[src/rtl/fp16_green_pkg.sv]
// Shared definitions for the FP16 adder datapath and its result buffering.
package fp16_green_pkg;

    localparam int FP16_ADD_LATENCY = 2;

    typedef struct packed {
        logic [15:0] result;
        logic        overflow;
        logic        underflow;
    } fp16_result_t;

endpackage

[src/rtl/fp16_result_fifo.sv]
// Result FIFO behind fp16_adder with issue-credit tracking and sticky status.
module fp16_result_fifo
    import fp16_green_pkg::*;
#(
    parameter int DEPTH        = 8,
    parameter int INFLIGHT_MAX = FP16_ADD_LATENCY
) (
    input  logic                     clk,
    input  logic                     rst_n,
    input  logic                     issue_fire,
    output logic                     issue_ready,
    input  logic                     in_valid,
    input  logic [15:0]              in_result,
    input  logic                     in_overflow,
    input  logic                     in_underflow,
    output logic                     out_valid,
    input  logic                     out_ready,
    output logic [15:0]              out_result,
    output logic                     out_overflow,
    output logic                     out_underflow,
    output logic [$clog2(DEPTH):0]   count,
    input  logic                     clear_sticky,
    output logic                     sticky_overflow,
    output logic                     sticky_underflow,
    output logic                     drop_error
);

    localparam int AW = $clog2(DEPTH);
    localparam int IW = $clog2(INFLIGHT_MAX + 1);
    localparam int SW = ((AW + 1 > IW) ? AW + 1 : IW) + 1;

    fp16_result_t    mem [DEPTH];
    fp16_result_t    head;
    logic [AW-1:0]   wr_ptr;
    logic [AW-1:0]   rd_ptr;
    logic [IW-1:0]   inflight;
    logic [SW-1:0]   credit_sum;

    logic full;
    logic pop;
    logic push_ok;
    logic push_drop;
    logic issue_drop;

    assign full       = (count == (AW + 1)'(DEPTH));
    assign out_valid  = (count != '0);
    assign pop        = out_valid && out_ready;
    // A full FIFO still accepts a push when the head leaves in the same cycle.
    assign push_ok    = in_valid && (!full || pop);
    assign push_drop  = in_valid && full && !pop;
    assign issue_drop = issue_fire && !in_valid && (inflight == IW'(INFLIGHT_MAX));

    assign head          = mem[rd_ptr];
    assign out_result    = head.result;
    assign out_overflow  = head.overflow;
    assign out_underflow = head.underflow;

    assign credit_sum  = SW'(count) + SW'(inflight);
    assign issue_ready = (credit_sum < SW'(DEPTH));

    always_ff @(posedge clk) begin
        if (push_ok) begin
            mem[wr_ptr] <= '{result: in_result, overflow: in_overflow, underflow: in_underflow};
        end
    end

    always_ff @(posedge clk or negedge rst_n) begin
        if (!rst_n) begin
            wr_ptr <= '0;
            rd_ptr <= '0;
            count  <= '0;
        end else begin
            if (push_ok) begin
                wr_ptr <= wr_ptr + 1'b1;
            end
            if (pop) begin
                rd_ptr <= rd_ptr + 1'b1;
            end
            if (push_ok && !pop) begin
                count <= count + 1'b1;
            end else if (pop && !push_ok) begin
                count <= count - 1'b1;
            end
        end
    end

    always_ff @(posedge clk or negedge rst_n) begin
        if (!rst_n) begin
            inflight <= '0;
        end else if (issue_fire && !in_valid) begin
            if (inflight != IW'(INFLIGHT_MAX)) begin
                inflight <= inflight + 1'b1;
            end
        end else if (in_valid && !issue_fire) begin
            if (inflight != '0) begin
                inflight <= inflight - 1'b1;
            end
        end
    end

    always_ff @(posedge clk or negedge rst_n) begin
        if (!rst_n) begin
            sticky_overflow  <= 1'b0;
            sticky_underflow <= 1'b0;
            drop_error       <= 1'b0;
        end else begin
            sticky_overflow  <= (in_valid && in_overflow)  || (sticky_overflow  && !clear_sticky);
            sticky_underflow <= (in_valid && in_underflow) || (sticky_underflow && !clear_sticky);
            drop_error       <= push_drop || issue_drop    || (drop_error       && !clear_sticky);
        end
    end

endmodule

[config.mk]
export PLATFORM = sky130hd
export DESIGN_NAME = fp16_result_fifo
export DESIGN_NICKNAME = d
export VERILOG_FILES = /design/src/rtl/fp16_green_pkg.sv /design/src/rtl/fp16_result_fifo.sv
export SDC_FILE = /design/constraint.sdc
export NUM_CORES = 1
export LEC_CHECK = 0
export ABC_CLOCK_PERIOD_IN_PS = 3490
export BUFFER_PORTS_ARGS = -buffer_cell sky130_fd_sc_hd__buf_2
export CAP_MARGIN = 0
export CELL_PAD_IN_SITES_DETAIL_PLACEMENT = 1
export CELL_PAD_IN_SITES_GLOBAL_PLACEMENT = 1
export CORE_UTILIZATION = 35
export DETAILED_ROUTE_END_ITERATION = 10
export PLACE_DENSITY = 0.67
export SYNTH_ARGS = -nofsm -noshare
export SYNTH_HDL_FRONTEND = slang
export SYNTH_SLANG_ARGS = --single-unit
[constraint.sdc]
create_clock -name clk -period 3.49 [get_ports clk]
set_clock_uncertainty 0.1 [all_clocks]
set_input_delay 0.698 -clock clk [delete_from_list [all_inputs] [get_ports clk]]
set_output_delay 0.698 -clock clk [all_outputs]
set_load 0.05 [all_outputs]
# Word-level counts from Yosys, hierarchy flattened
# Memory sizes are Yosys's and may differ from the RTL's.
# Cells that the tools add are included.
# W data, S select, Z words.
[word_totals]
reg_bits = 15
ram_bits = 144
in_bits = 24
memories = 1
[memory_table]
columns = ["name", "words", "word_bits", "read_ports", "rd_ports_with_merged_regs", "wr", "line", "source"]
rows = [
  ["mem", 8, 18, 1, 0, 1, "fp16_result_fifo.sv:32", "fp16_result_t mem [DEPTH];"],
]
[classes]
addsub = 7
n_lt_le_gt_ge = 1
n_eq_ne = 4
mux = 8
reduce_logical = 31
[ops]
columns = ["cell", "n"]
rows = [
  ["$logic_and A1 B1 Y1", 14],
  ["$mux W2", 4],
  ["$mux W4", 2],
  ["$reduce_bool A2 Y1", 4],
  ["$add A3 B1 Y3 const B", 2],
  ["$logic_not A1 Y1", 6],
  ["$add A4 B2 Y5", 1],
  ["$logic_or A1 B1 Y1", 5],
  ["$lt A5 B4 Y1 const B", 1],
  ["$add A4 B1 Y4 const B", 1],
  ["$eq A4 B4 Y1 const B", 1],
  ["$reduce_bool A4 Y1", 1],
  ["$sub A4 B1 Y4 const B", 1],
  ["$reduce_and A3 Y1", 1],
  ["$add A2 B1 Y2 const B", 1],
  ["$eq A2 B2 Y1 const B", 1],
  ["$mux W1", 2],
  ["$ne A2 B1 Y1 const B", 1],
  ["$ne A2 B2 Y1 const B", 1],
  ["$sub A2 B1 Y2 const B", 1],
]

# Longest topological paths before layout
[logic_depth]
word_depth = 8
depth_mapped = 9

# Worst setup path before layout
# Ideal clock, no wire load.
[synth_timing]
kind = "reg2reg"
startpoint = "register count[0]"
endpoint = "memory mem[0][0] (netlist name) (enable)"
setup_time_ps = 439
t_arrival_ps = 2877
path_slack_ps = 74
stages_incl_launch_ff = 4
n_path_buf = 0
path_cell_list = "dfrtp_1 -> or3_4 -> o21ai_2 -> nor4_1"
[synth_between]
elab_chain_len = 6
elab_cells_between_ends = 8
cone_classes = "eq/ne: 1; mux: 2; reduce/logical: 5"
[synth_lines]
columns = ["element", "line", "source"]
rows = [
  ["start, declared", "fp16_result_fifo.sv:21", "output logic [$clog2(DEPTH):0] count,"],
  ["start signal, assigned", "fp16_result_fifo.sv:80", "count <= count + 1'b1;"],
  ["start signal, assigned", "fp16_result_fifo.sv:82", "count <= count - 1'b1;"],
  ["$eq A4 B4 Y1 / $reduce_bool A4 Y1 (equally long branches)", "fp16_result_fifo.sv:45, fp16_result_fifo.sv:46", ""],
  ["$logic_not A1 Y1 / $logic_and A1 B1 Y1 (equally long branches)", "fp16_result_fifo.sv:49, fp16_result_fifo.sv:47", ""],
  ["$logic_or A1 B1 Y1 (*)", "fp16_result_fifo.sv:49", "assign push_ok = in_valid && (!full || pop);"],
  ["$logic_and A1 B1 Y1 (*)", "fp16_result_fifo.sv:49", ""],
  ["$mux W1 (*)", "fp16_result_fifo.sv:62", "if (push_ok) begin"],
  ["$mux W1 (implied by the code) (*)", "fp16_result_fifo.sv:63", "mem[wr_ptr] <= '{result: in_result, overflow: in_overflow, underflow: in_underflow};"],
  ["end, declared", "fp16_result_fifo.sv:32", ""],
]
# Mark *: on every way between the ends. The rest lies on a longest branch, timed or not.

# Worst setup path in the final report
[layout_timing]
startpoint = "register count[0]"
endpoint = "register count[3]"
[layout_between]
elab_chain_len = 7
elab_cells_between_ends = 15
cone_classes = "add/sub: 2; eq/ne: 1; mux: 2; reduce/logical: 10"
[layout_lines]
columns = ["element", "line", "source"]
rows = [
  ["$eq A4 B4 Y1 / $reduce_bool A4 Y1 (equally long branches)", "fp16_result_fifo.sv:45, fp16_result_fifo.sv:46", ""],
  ["$logic_not A1 Y1 / $logic_and A1 B1 Y1 (equally long branches)", "fp16_result_fifo.sv:49, fp16_result_fifo.sv:47", ""],
  ["$logic_or A1 B1 Y1 (*)", "fp16_result_fifo.sv:49", ""],
  ["$logic_and A1 B1 Y1 (*)", "fp16_result_fifo.sv:49", ""],
  ["named net push_ok", "fp16_result_fifo.sv:41", "logic push_ok;"],
  ["$logic_not A1 Y1", "fp16_result_fifo.sv:81", "end else if (pop && !push_ok) begin"],
  ["$logic_and A1 B1 Y1", "fp16_result_fifo.sv:81", ""],
  ["$reduce_bool A2 Y1 (no source line)", "-", ""],
]
# Mark *: on every way through the listed nets, which the timed path passes. The rest lies on a longest branch. The select of a mux whose other input is x is not followed.
# A chain may end at the register's enable or synchronous reset.

==> impl_metrics.yaml <==
run_status:
  status: "complete, no violations"
critical_path:
  r2r-start: "count[0]$_DFFE_PN0P_"
  required_ns: 3.68
  cp.depth: 9
  worst-path-buf-inv: 2
  endpoint_kind: "register"
  start_kind: "register"
  critPathLaunch: "count[0]$_DFFE_PN0P_"
  r2r_cells: 9
  path_delay_family: "simple AND/OR/NAND/NOR gates"
  path_cells: "or3_4 > o21ai_2 > inv_1 > ha_1 > inv_1 > ha_1 > or4_1 > o211ai_1 > o211ai_1"
  r2r_end: "count[3]$_DFFE_PN0P_"
  worstSetupEndpoint: "count[3]$_DFFE_PN0P_"
  worstSetupPathType: "register to register"
  cp_slowest_stage_delay_ns: 0.51
  path_max_fanout: 8
  worst_ep_arrival_time_ns: 3.30
  cp_slowest_cell: "or4_1"
  r2r_slack_ns: 0.38
route:
  post_drt_wl_per_cell_um: 20.9
  ant_nets: 0
  dr.pass1.iters: 4
  num_vias: 3061
  drc_errors: 0
  first_iter_violations: 171
  routed_wl_um: 12700
  vias_per_cell: 5.06
placement:
  placed_cells: 573
  port_buffers: 50
  gp_congestion: 0.668
  dp_hpwl_um: 7360
power:
  irDropWorstVdd_mv: 0.614
  power.density_mw_per_mm2: 915
  switching_power_mw: 2.51
  power_frac_comb_pct: 37.2
  sequentialPowerShare_pct: 37.5
  power.internal_mw: 4.39
  leakage_nw: 2.64
  total_power_mw: 6.90
  p_clk_share_pct: 25.3
  p_sw_share_pct: 36.4
timing:
  clock.fmax_ghz: 0.321
  maxSlewViolCount: 0
  setup-tns-final_ns: 0
  holdWs_ns: 0.0961
  hold_viol_final: 0
  period_share_pct: 89.2
  worstMarginPinSlew_ns: 0.506
  rsz0062_at_grt: "false"
  setup_viol: 0
  relSlewSlack_pct: 66.2
  min_period_ns: 3.11
global_routing:
  grt_antenna_before_repair: 0
  grt_max_degree: 37
  gr-total-overflow: 0
  grt_usage_pct: 14.8
  grt_pass1_wl_um: 19700
  grt_pass1_vias: 3432
synthesis:
  syn_area_per_cell_um2: 21.8
  synth_top_area_share_pct: 67.5
  synth_top_area_cell: "edfxtp_1"
  synth.ff_latch_count: 159
  synth_top_family_by_area: "multiplexers"
  syn-instance-count: 294
  synth_edf_count: 144
  synth_compound_area_share_pct: 1.93
  synthArstFlopShare_pct: 9.43
  yosys_warnings: 0
  syn_nets: 326
  syn-cell-area_mm2: 0.00641
  synth_ff_type: "edfxtp_1"
  synthAdderAreaFrac_pct: 1.68
  synth.area.mux_share_pct: 18.2
  ys_seq_area_share_pct: 73.3
  synth_area_leaders: "edfxtp_1 67%, mux4_1 11%, dfrtp_1 5.9%, mux2_2 3.7%, mux4_2 3.5%"
  synth-simple-area-share_pct: 2.42
  synth.distinct_cells: 36
  synthXorXnorAreaFrac_pct: 0.957
job:
  cap_violations: 0
cts:
  clk_pin_slew_ns: 0.06
  post_cts_buffers: 0
  cts_tree: "done"
  clock_latency_ns: 0.41
  cts_resized: 0
  cts_hold_buf: 0
  htree_levels: 4
  cts_root_buffer: "clkbuf_16"
  clkSinkCount: 159
  numCtsBuffers: 17
  clock_path_buffers: 2
die:
  initial_utilization_pct: 35.7
  die_area_mm2: 0.0189
  core-area_mm2: 0.0180
  dieWidth_um: 137
  ioPinCount: 51
  rows: 49
  fp.dieH_um: 137
layout:
  drive_above_1_share_pct: 34.6
  area_growth_pct: 17.8
  nets: 395
  layout_common_cells: "144 x edfxtp_1, 50 x buf_2, 26 x mux4_1, 21 x mux2_2, 17 x clkbuf_16"
  layout_commonest_cell: "edfxtp_1"
  fillerInstances: 1705
  diodes: 0
  fin_cells: 605
worst_hold_path:
  hp-class: "primary input to asynchronous set/reset pin"
[layout make-up]
class,instances,area [um2],area share [%]
inverters,5,18.8,0.249
clock inverters,13,123,1.62
well taps,229,287,3.80
flip-flops and latches,159,4700,62.3
multi-input cells,119,1640,21.7
repair buffers,61,345,4.58
clock buffers,19,433,5.74
[kinds of logic (layout without fill, tap and decap cells)]
kind of cell    Yosys count  in the layout
flops                   159            159
mux                      59             59
simple gates             28             28
compound gates           17             17
buf+inv                  16             98
fa+ha+maj                 8              8
xor+xnor                  7              7
[worst min path at each step]
| stage | start | end | depth (start not counted) |
|---|---|---|---|
| after floorplan | rst_n | count[0]$_DFFE_PN0P_ | 0 |
| after global placement | rd_ptr[2]$_DFFE_PN0N_ | rd_ptr[2]$_DFFE_PN0N_ | 1 |
| after detailed placement | sticky_underflow$_DFF_PN0_ | sticky_underflow$_DFF_PN0_ | 1 |
| after CTS | rst_n | inflight[1]$_DFFE_PN0P_ | 1 |
| after global routing | rst_n | inflight[1]$_DFFE_PN0P_ | 1 |
| final | rst_n | inflight[1]$_DFFE_PN0P_ | 1 |
[through the flow]
| stage | setup WS, ns | instance area [um2] | util (%) |
|---|---|---|---|
| final | 0.378 | 7550 | 42.0 |
| after global routing | 0.223 | 7550 | 42.0 |
| after CTS | 0.376 | 7550 | 42.0 |
| after detailed placement | 0.323 | 6990 | 38.9 |
| after global placement | 0.473 | 6990 | 38.9 |
| after floorplan | 0.0739 | 6410 | - |
[power groups by stage]
stage	clock, mW	combinational (mW)	sequential (mW)
5_1_grt	1.87	2.75	2.62
4_1_cts	1.79	2.64	2.59
2_1_floorplan	0	1.95	2.66
3_3_place_gp	0	2.58	2.59
3_5_place_dp	0	2.62	2.63
6_report	1.75	2.57	2.59
[sequential cells by signal (all words and copies together) (netlist names)]
name,cells
wr_ptr,3
sticky_overflow,1
sticky_underflow,1
count,4
mem,144
rd_ptr,3
inflight,2
drop_error,1
[cell usage after synthesis (2+ instances only)]
master / count
mux4_1: 26
buf_6: 4
nand2b_1: 3
nand3_1: 3
o211ai_1: 4
mux2_2: 21
o21ai_0: 3
ha_1: 7
mux2i_1: 2
xnor2_1: 7
clkbuf_2: 2
nor3_1: 7
a22o_1: 2
nand2_1: 4
buf_2: 2
edfxtp_1: 144
mux4_2: 10
nor2_1: 4
dfrtp_1: 15
inv_1: 5
buf_1: 2
a21oi_1: 3
[per-layer routing]
| metal | vias up | global-route usage [%] | routed length [um] |
|---|---|---|---|
| li1 | 1384 | - | - |
| met2 | 55 | 25.6 | 6690 |
| met4 | 0 | 4.52 | 96 |
| met5 | - | 0 | 0 |
| met3 | 6 | 4.45 | 442 |
| met1 | 1616 | 17.8 | 5420 |
Power figures use the tool's default switching activity.
